--- config.mk ---
export PLATFORM = sky130hd
export DESIGN_NAME = csel_pipe_adder
export DESIGN_NICKNAME = d
export VERILOG_FILES = /design/src/rtl/adder_pkg.sv /design/src/rtl/csel_block.sv /design/src/rtl/csel_pipe_adder.sv
export SDC_FILE = /design/constraint.sdc
export NUM_CORES = 1
export LEC_CHECK = 0
export ABC_AREA = 1
export BUFFER_PORTS_ARGS = -buffer_cell sky130_fd_sc_hd__buf_2
export CAP_MARGIN = 20
export CORE_AREA = 2 2 186 188
export CTS_CLUSTER_DIAMETER = 120
export DETAILED_ROUTE_END_ITERATION = 8
export DIE_AREA = 0 0 188 190
export PLACE_DENSITY_LB_ADDON = 0.1
export REMOVE_ABC_BUFFERS = 1
export SYNTH_ARGS = -nofsm -noshare
export SYNTH_HDL_FRONTEND = slang
export SYNTH_SLANG_ARGS = --single-unit
--- constraint.sdc ---
create_clock -name clk_i -period 2.8 [get_ports clk_i]
set_clock_uncertainty 0.2 [all_clocks]
set_input_delay 0.56 -clock clk_i [delete_from_list [all_inputs] [get_ports clk_i]]
set_output_delay 0.56 -clock clk_i [all_outputs]
set_load 0.02 [all_outputs]
--- src/rtl/adder_pkg.sv ---
`default_nettype none
// ============================================================================
// Package  : adder_pkg
// Brief    : Shared types and elaboration helpers for the carry-select adders.
// Revision : 1.0
// ============================================================================
package adder_pkg;

    typedef enum logic {
        OP_ADD = 1'b0,
        OP_SUB = 1'b1
    } op_e;

    // Number of carry-select stages; never fewer than one.
    function automatic int num_blk(input int width, input int block);
        int n;
        n = width / block;
        return (n < 1) ? 1 : n;
    endfunction

    function automatic bit blk_fits(input int width, input int block);
        return (block > 0) && (width >= block) && ((width % block) == 0);
    endfunction

endpackage
`default_nettype wire

--- src/rtl/csel_block.sv ---
`default_nettype none
// ============================================================================
// Module   : csel_block
// Brief    : One carry-select block: both carry-in sums, picked by sel_cin.
// Revision : 1.0
// ============================================================================
module csel_block
    import adder_pkg::*;
#(
    parameter int BLOCK = 16
) (
    input  logic [BLOCK-1:0] a,
    input  logic [BLOCK-1:0] b,
    input  logic             sel_cin,
    output logic [BLOCK-1:0] sum,
    output logic             cout
);

    logic [BLOCK:0] w_sum0;
    logic [BLOCK:0] w_sum1;

    // Both candidates settle in parallel; the late-arriving carry only drives the mux.
    assign w_sum0 = {1'b0, a} + {1'b0, b};
    assign w_sum1 = {1'b0, a} + {1'b0, b} + {{BLOCK{1'b0}}, 1'b1};

    assign {cout, sum} = sel_cin ? w_sum1 : w_sum0;

endmodule
`default_nettype wire

--- src/rtl/csel_pipe_adder.sv ---
`default_nettype none
// ============================================================================
// Module   : csel_pipe_adder
// Brief    : Pipelined carry-select adder/subtractor, one block per stage,
//            valid/ready handshake on both sides.
// Revision : 1.0
// ============================================================================
module csel_pipe_adder
    import adder_pkg::*;
#(
    parameter int WIDTH = 64,
    parameter int BLOCK = 16
) (
    input  logic             clk_i,
    input  logic             rst_ni,
    input  logic             in_valid_i,
    output logic             in_ready_o,
    input  logic [WIDTH-1:0] birinci_i,
    input  logic [WIDTH-1:0] ikinci_i,
    input  logic             cin_i,
    input  logic             sub_i,
    output logic             out_valid_o,
    input  logic             out_ready_i,
    output logic [WIDTH-1:0] toplam_o,
    output logic             cout_o,
    output logic             ovf_o
);

    localparam int c_num_blk = num_blk(WIDTH, BLOCK);
    localparam int c_last    = c_num_blk - 1;

    if (!blk_fits(WIDTH, BLOCK)) begin : g_geometry_check
        $error("csel_pipe_adder: WIDTH must be a positive multiple of BLOCK");
    end

    op_e              w_op;
    logic [WIDTH-1:0] w_b_eff;
    logic             w_c0;
    logic             w_en;

    assign w_op       = op_e'(sub_i);
    assign w_b_eff    = (w_op == OP_SUB) ? ~ikinci_i : ikinci_i;
    assign w_c0       = (w_op == OP_SUB) ? 1'b1 : cin_i;
    assign w_en       = !out_valid_o || out_ready_i;
    assign in_ready_o = w_en;

    // Operand skew registers are kept right-aligned: the block a stage
    // consumes is always at bit 0. Result blocks enter from the top and
    // shift down, so the last stage holds the sum in its natural position.
    logic [c_num_blk-1:0] r_valid;
    logic [c_num_blk-1:0] r_carry;
    logic [c_num_blk-1:0] r_a_msb;
    logic [c_num_blk-1:0] r_b_msb;
    logic [WIDTH-1:0]     r_sum [c_num_blk];
    logic [WIDTH-1:0]     r_a   [c_num_blk];
    logic [WIDTH-1:0]     r_b   [c_num_blk];

    logic [c_num_blk-1:0] w_v_in;
    logic [c_num_blk-1:0] w_c_in;
    logic [c_num_blk-1:0] w_am_in;
    logic [c_num_blk-1:0] w_bm_in;
    logic [c_num_blk-1:0] w_blk_cout;
    logic [WIDTH-1:0]     w_a_in    [c_num_blk];
    logic [WIDTH-1:0]     w_b_in    [c_num_blk];
    logic [WIDTH-1:0]     w_s_in    [c_num_blk];
    logic [WIDTH-1:0]     w_sum_nxt [c_num_blk];
    logic [BLOCK-1:0]     w_blk_sum [c_num_blk];

    for (genvar k = 0; k < c_num_blk; k++) begin : g_stage
        if (k == 0) begin : g_head
            assign w_v_in[k]  = in_valid_i;
            assign w_c_in[k]  = w_c0;
            assign w_am_in[k] = birinci_i[WIDTH-1];
            assign w_bm_in[k] = w_b_eff[WIDTH-1];
            assign w_a_in[k]  = birinci_i;
            assign w_b_in[k]  = w_b_eff;
            assign w_s_in[k]  = '0;
        end else begin : g_body
            assign w_v_in[k]  = r_valid[k-1];
            assign w_c_in[k]  = r_carry[k-1];
            assign w_am_in[k] = r_a_msb[k-1];
            assign w_bm_in[k] = r_b_msb[k-1];
            assign w_a_in[k]  = r_a[k-1];
            assign w_b_in[k]  = r_b[k-1];
            assign w_s_in[k]  = r_sum[k-1];
        end

        csel_block #(
            .BLOCK   (BLOCK)
        ) u_blk (
            .a       (w_a_in[k][BLOCK-1:0]),
            .b       (w_b_in[k][BLOCK-1:0]),
            .sel_cin (w_c_in[k]),
            .sum     (w_blk_sum[k]),
            .cout    (w_blk_cout[k])
        );

        assign w_sum_nxt[k] = (w_s_in[k] >> BLOCK) | (WIDTH'(w_blk_sum[k]) << (WIDTH - BLOCK));
    end

    // Single global enable: the whole pipe advances or holds, bubbles included.
    always_ff @(posedge clk_i or negedge rst_ni) begin
        if (!rst_ni) begin
            r_valid <= '0;
            r_carry <= '0;
            r_a_msb <= '0;
            r_b_msb <= '0;
            for (int k = 0; k < c_num_blk; k++) begin
                r_sum[k] <= '0;
                r_a[k]   <= '0;
                r_b[k]   <= '0;
            end
        end else if (w_en) begin
            r_valid <= w_v_in;
            r_carry <= w_blk_cout;
            r_a_msb <= w_am_in;
            r_b_msb <= w_bm_in;
            for (int k = 0; k < c_num_blk; k++) begin
                r_sum[k] <= w_sum_nxt[k];
                r_a[k]   <= w_a_in[k] >> BLOCK;
                r_b[k]   <= w_b_in[k] >> BLOCK;
            end
        end
    end

    assign out_valid_o = r_valid[c_last];
    assign toplam_o    = r_sum[c_last];
    assign cout_o      = r_carry[c_last];
    assign ovf_o       = (r_a_msb[c_last] == r_b_msb[c_last]) &&
                         (r_sum[c_last][WIDTH-1] != r_a_msb[c_last]);

endmodule
`default_nettype wire

Yosys cells after proc, flatten, opt, wreduce, memory -nomap -nowiden:

Cells that the tools add are included.

* add/subtract/negate cells: 8
* equality and inequality tests: 2
* multiplexer cells: 6
* bitwise logic cells: 4
* reduce and logical (&&, ||, !) cells: 3

Operator list (number)
* $or A48 B64 Y64: 3
* $add A16 B16 Y17: 4
* $add A17 B1 Y17 const B: 4
* $mux W17: 4
* $mux W64: 1
* $not A64 Y64: 1
* $eq A1 B1 Y1: 1
* $logic_and A1 B1 Y1: 1
* $logic_not A1 Y1: 1
* $logic_or A1 B1 Y1: 1
* $mux W1: 1
* $ne A1 B1 Y1: 1

* register bits: 416
* output and inout port bits: 68

Logic depth before layout (Yosys ltp):

* depth in word-level cells: 5
* gate-level depth with buffers: 22

Cells and area by module:

From an unflattened synthesis, not the netlist that was laid out.

* cell total of the unflattened synthesis: 2981
* area total of the unflattened synthesis: 21689.6 um^2

By module, submodules not included
* csel_pipe_adder: times used 1, cells each 1723, area an instance 15015.7 um^2, sequential area each 9058.7 um^2
* csel_block (g_stage[1].u_blk ...): times used 2, cells each 309, area an instance 1616.6 um^2, sequential area each 0.0 um^2
* csel_block (g_stage[3].u_blk): times used 1, cells each 326, area an instance 1747.9 um^2, sequential area each 0.0 um^2
* csel_block (g_stage[0].u_blk): times used 1, cells each 314, area an instance 1692.9 um^2, sequential area each 0.0 um^2

Worst setup path after synthesis:

No wires, ideal clock.

* path type: input to register
* start: in sub_i
* end: reg r_carry[0]
* arrival time: 3185 ps
* slack: -702 ps
* cell stages on the path: 17
* path buffers: 2
* cell sequence: buf_2 > buf_1 > xor2_1 > ha_1 > inv_1 > fa_1 > inv_1 > ha_1 > nand2_1 > nor2_1 > nand3_1 > nor2_2 > nand4_1 > nor2_2 > nand3_1 > nand3_1 > nand2_1

* word-level cells in the longest chain between the ends: 4
* elaborated cells between the ends (all ways): 5
* classes of those cells: add/sub: 2; mux: 3

Ends and longest elaborated chain
* from (decl): RTL line csel_pipe_adder.sv:21 `input logic sub_i,`
* $mux W64: RTL line csel_pipe_adder.sv:42 `assign w_b_eff = (w_op == OP_SUB) ? ~ikinci_i : ikinci_i;`
* $add A16 B16 Y17: RTL line csel_block.sv:23, csel_block.sv:24
* $add A17 B1 Y17: RTL line csel_block.sv:24 `assign w_sum1 = {1'b0, a} + {1'b0, b} + {{BLOCK{1'b0}}, 1'b1};`
* $mux W17 *: RTL line csel_block.sv:26 `assign {cout, sum} = sel_cin ? w_sum1 : w_sum0;`
* to (signal assigned): RTL line csel_pipe_adder.sv:115 `r_carry <= w_blk_cout;`
* to (decl): RTL line csel_pipe_adder.sv:51 `logic [c_num_blk-1:0] r_carry;`

Every way passes the cells marked *; elsewhere a longest branch is shown, timed or not.
A chain may end at the register's enable or synchronous reset.

Worst setup path after layout:

* start: reg r_a[192] (netlist name)
* end: reg r_carry[1]

* word-level cells in the longest chain between the ends: 3

Ends and longest elaborated chain
* from (decl): RTL line csel_pipe_adder.sv:55 `logic [WIDTH-1:0] r_a [c_num_blk];`
* from (signal, indexed assignment): RTL line csel_pipe_adder.sv:120 `r_a[k] <= w_a_in[k] >> BLOCK;`
* $add A16 B16 Y17 *: RTL line csel_block.sv:23, csel_block.sv:24
* $add A17 B1 Y17: RTL line csel_block.sv:24
* $mux W17 *: RTL line csel_block.sv:26

Marks and branches as above.

==> out/results.ini <==
[status]
status = complete, no violations

[critical_path]
cp_max_fo = 3
worst_ep_required_time_ns = 3.08
cp.arrival_ns = 3.03
crit_chain = ha_4 -> fa_1 -> ha_2 -> nand2_2 -> nor2_2 -> nand3_2 -> nor2_2 -> nand2_2 -> nor2_4 -> nand2_2 -> nor2_4 -> nand2_1 -> nand2_2 -> nand3_4 -> nand2_1
max_stage_delay_ns = 0.53
critPathLaunchType = register
reg2reg_from = r_a[192]$_DFFE_PN0P_
slowest_stage = fa_1
crit_type = register to register
end_kind = register
reg2reg_depth = 15
r2r_slack_ns = 0.05
path_common_cell = nand2_2
timing.rr.end = r_carry[1]$_DFFE_PN0P_

[global_route]
overflow = 0
grt_pass1_wl_um = 74700
antenna_found_initial = 2
grt_max_degree = 138
grt_pass1_vias = 15816
gr-usage-all-layers_pct = 25.1

[route]
ant_nets = 0
dr.first_iter.drc_count = 864
vias_per_cell = 4.98
vias = 16592
first_pass_iters = 7
wl_per_cell_um = 13.1
routed_wl_um = 43700
drc_errors = 0

[floorplan]
die_h_um = 190
core.rowCount = 68
initial_core_util_pct = 58.8
fp.dieArea_um2 = 35700
die_w_um = 188
core_um2 = 33900
io_pins = 202

[hold_path]
hold_path.class = input port to register
hold_end = r_a[221]$_DFFE_PN0P_
worstHoldStart = birinci_i[45]
worstHoldPathCells = 3

[sta]
post-route-min-period_ns = 2.75
final-setup-viol-count = 0
period_share_pct = 98.1
timing.slew.headroom_pct = 57.9
worst_pin_slew_ns = 0.632
rsz0062_at_grt = true
hold_violations = 0
final_max_slew_viol_count = 0
fmax_mhz = 364

[yosys]
synth_top_area_cell = dfrtp_1
synth_top_area_share_pct = 45.4
synth_cell_type_count = 42
ys.flop_type = dfrtp_1
seq_area_frac_synth_pct = 45.4
ys_top_cells_by_area = dfrtp_1 (45%), nand2_1 (23%), ha_1 (4.4%)
synth_area_um2 = 20000
synth-edff-count = 0
syn_inst = 2654
synth_seq_cells = 362
ys_warn_count = 0
synthArstFlopShare_pct = 100
synth_area_per_cell_um2 = 7.52

[power_and_ir_drop]
p_leak_nw = 12.5
ir_drop_uv = 1020
power_density_nw_per_um2 = 1160
total_power_mw = 27.0

[placement]
gp_congestion = 0.854
dp_hpwl_um = 30900
port_buffers = 201

[clocking]
cts_max_path_buffers = 3
clkSinkCount = 362
clk-insertion-delay-late_ns = 0.54
htreeDepth = 2
cts_tree = built
numCtsBuffers = 38
clk_pin_slew_ns = 0.06
cts_root_buf = clkbuf_16

[layout]
fin_nets = 3057
drive_gt1_share_pct = 16.7
n_fill_cell = 2900
syn2layout_area_growth_pct = 16.2
fin_util_pct = 68.3

[job]
drv_cap = 0

-- timing repair --
item / 4_1_cts / 5_1_grt
setup buffers: 0 / 7
setup endpoints to repair: 1 / 30
gates cloned: 0 / 0
endpoints found under the hold margin: 59 / 0
pin swaps: 0 / 28
hold buffers: 21 / 0
resized for setup: 1 / 48
-- registers in the layout, indices dropped and copies added, names as in the netlist --
signal    count
r_a          93
r_a_msb       4
r_b          93
r_b_msb       4
r_carry       4
r_sum        96
r_valid       4
toplam_o     64
-- area by class of cell --
class,instances,area [um^2],area share (%)
clock buffers,54,1140,4.92
inverters,229,867,3.74
flip-flops and latches,362,9060,39.0
repair buffers,305,1990,8.59
clock inverters,15,203,0.874
well taps,455,569,2.45
multi-input cells,1913,9370,40.4
diodes,1,2.50,0.0108
-- stage by stage --
| stage | setup TNS, ns | setup slack, ns | hold slack, ns | std cells | instance area [um^2] |
|---|---|---|---|---|---|
| floorplan | -6843.85 | -22.07 | 0.0644 | 2504 | 19100 |
| global placement | -3.57 | -0.394 | 0.250 | 3236 | 21400 |
| detailed placement | -4.44 | -0.456 | 0.253 | 3236 | 21400 |
| CTS | 0 | 0.0461 | 0.000759 | 3326 | 23000 |
| global route | -0.538 | -0.0845 | 0.0182 | 3333 | 23200 |
| finish | 0 | 0.0524 | 0.0162 | 3334 | 23200 |
-- layer usage --
layer  share of wire [%]  routed length, um  track usage (%)  up-vias
li1                    -                  -                -     8565
met1                  47              20700             34.9     7661
met2                  47              20400             41.8      301
met3                 3.8               1660             3.01       65
met4                 2.1                923             6.75        0
met5                   0                  0                0        -
-- report_power, final --
part           total (mW)  internal, mW  switching (mW)
Sequential           8.85          7.55            1.30
Clock                5.33          3.22            2.11
Combinational        12.8          4.53            8.30
-- cells in the final DEF (no fill, tap or decap), types with 4 or more instances in the layout --
master and n:
o21ai_0 129, bufinv_16 4, dlygate4sd3_1 21, o21bai_1 5
a21oi_1 49, clkbuf_8 13, nor2_1 73, nand2_2 38
inv_1 208, nand2_1 1217, clkbuf_16 38, inv_2 19
nand3b_1 10, nand3_1 122, or2_2 4, nor2_4 12
nand4_1 18, clkinv_2 5, xnor2_1 64, ha_1 67
nand3_2 16, xor2_1 17, dfrtp_1 362, o21ai_1 4
nor3_1 6, buf_2 199, nor2_2 22, buf_12 10
buf_4 71, xor2_2 5, and2_1 8
-- cells by family after synthesis --
kind of cell,after synthesis,synth area share (%)
adder cells (fa/ha/maj),74,4.79
flip-flops,362,45.4
buffers and inverters,379,8.55
AND/OR/NAND/NOR,1557,32.3
XOR/XNOR,87,3.95
AO/OA/AOI/OAI,195,5.05
-- worst max path at each step --
stage | start | cells after the start | to
after floorplan | r_valid[3]$_DFFE_PN0P_ | 7 | r_sum[184]$_DFFE_PN0P_
after global placement | sub_i | 17 | r_sum[255]$_DFFE_PN0P_
after detailed placement | sub_i | 17 | r_sum[255]$_DFFE_PN0P_
after CTS | r_b[192]$_DFFE_PN0P_ | 14 | r_carry[1]$_DFFE_PN0P_
after global routing | r_b[192]$_DFFE_PN0P_ | 15 | r_sum[188]$_DFFE_PN0P_
final | r_a[192]$_DFFE_PN0P_ | 15 | r_carry[1]$_DFFE_PN0P_
-- critical path: cells and delay by family (launching register included) --
kind          cells  cell delay [ns]
simple gates     12             1.19
flops             1             0.41
fa+ha+maj         3             0.89
-- synthesized netlist by cell type, types with 3 or more instances --
cell type / instances
nor2_1: 86
or2_2: 4
nand3_2: 10
and2_1: 8
xor2_1: 21
inv_2: 18
o21ai_0: 130
buf_4: 65
nand2_2: 28
ha_1: 70
xnor2_1: 64
nand3b_1: 10
dfrtp_1: 362
buf_1: 9
nand2_1: 1227
nand4_1: 18
a21oi_1: 49
nand3_1: 129
clkbuf_1: 44
nor2_4: 8
o21ai_1: 3
nor2_2: 13
inv_1: 210
o21bai_1: 5
nor3_1: 6
fa_1: 4
buf_2: 32
(Power assumes the default switching activity.)
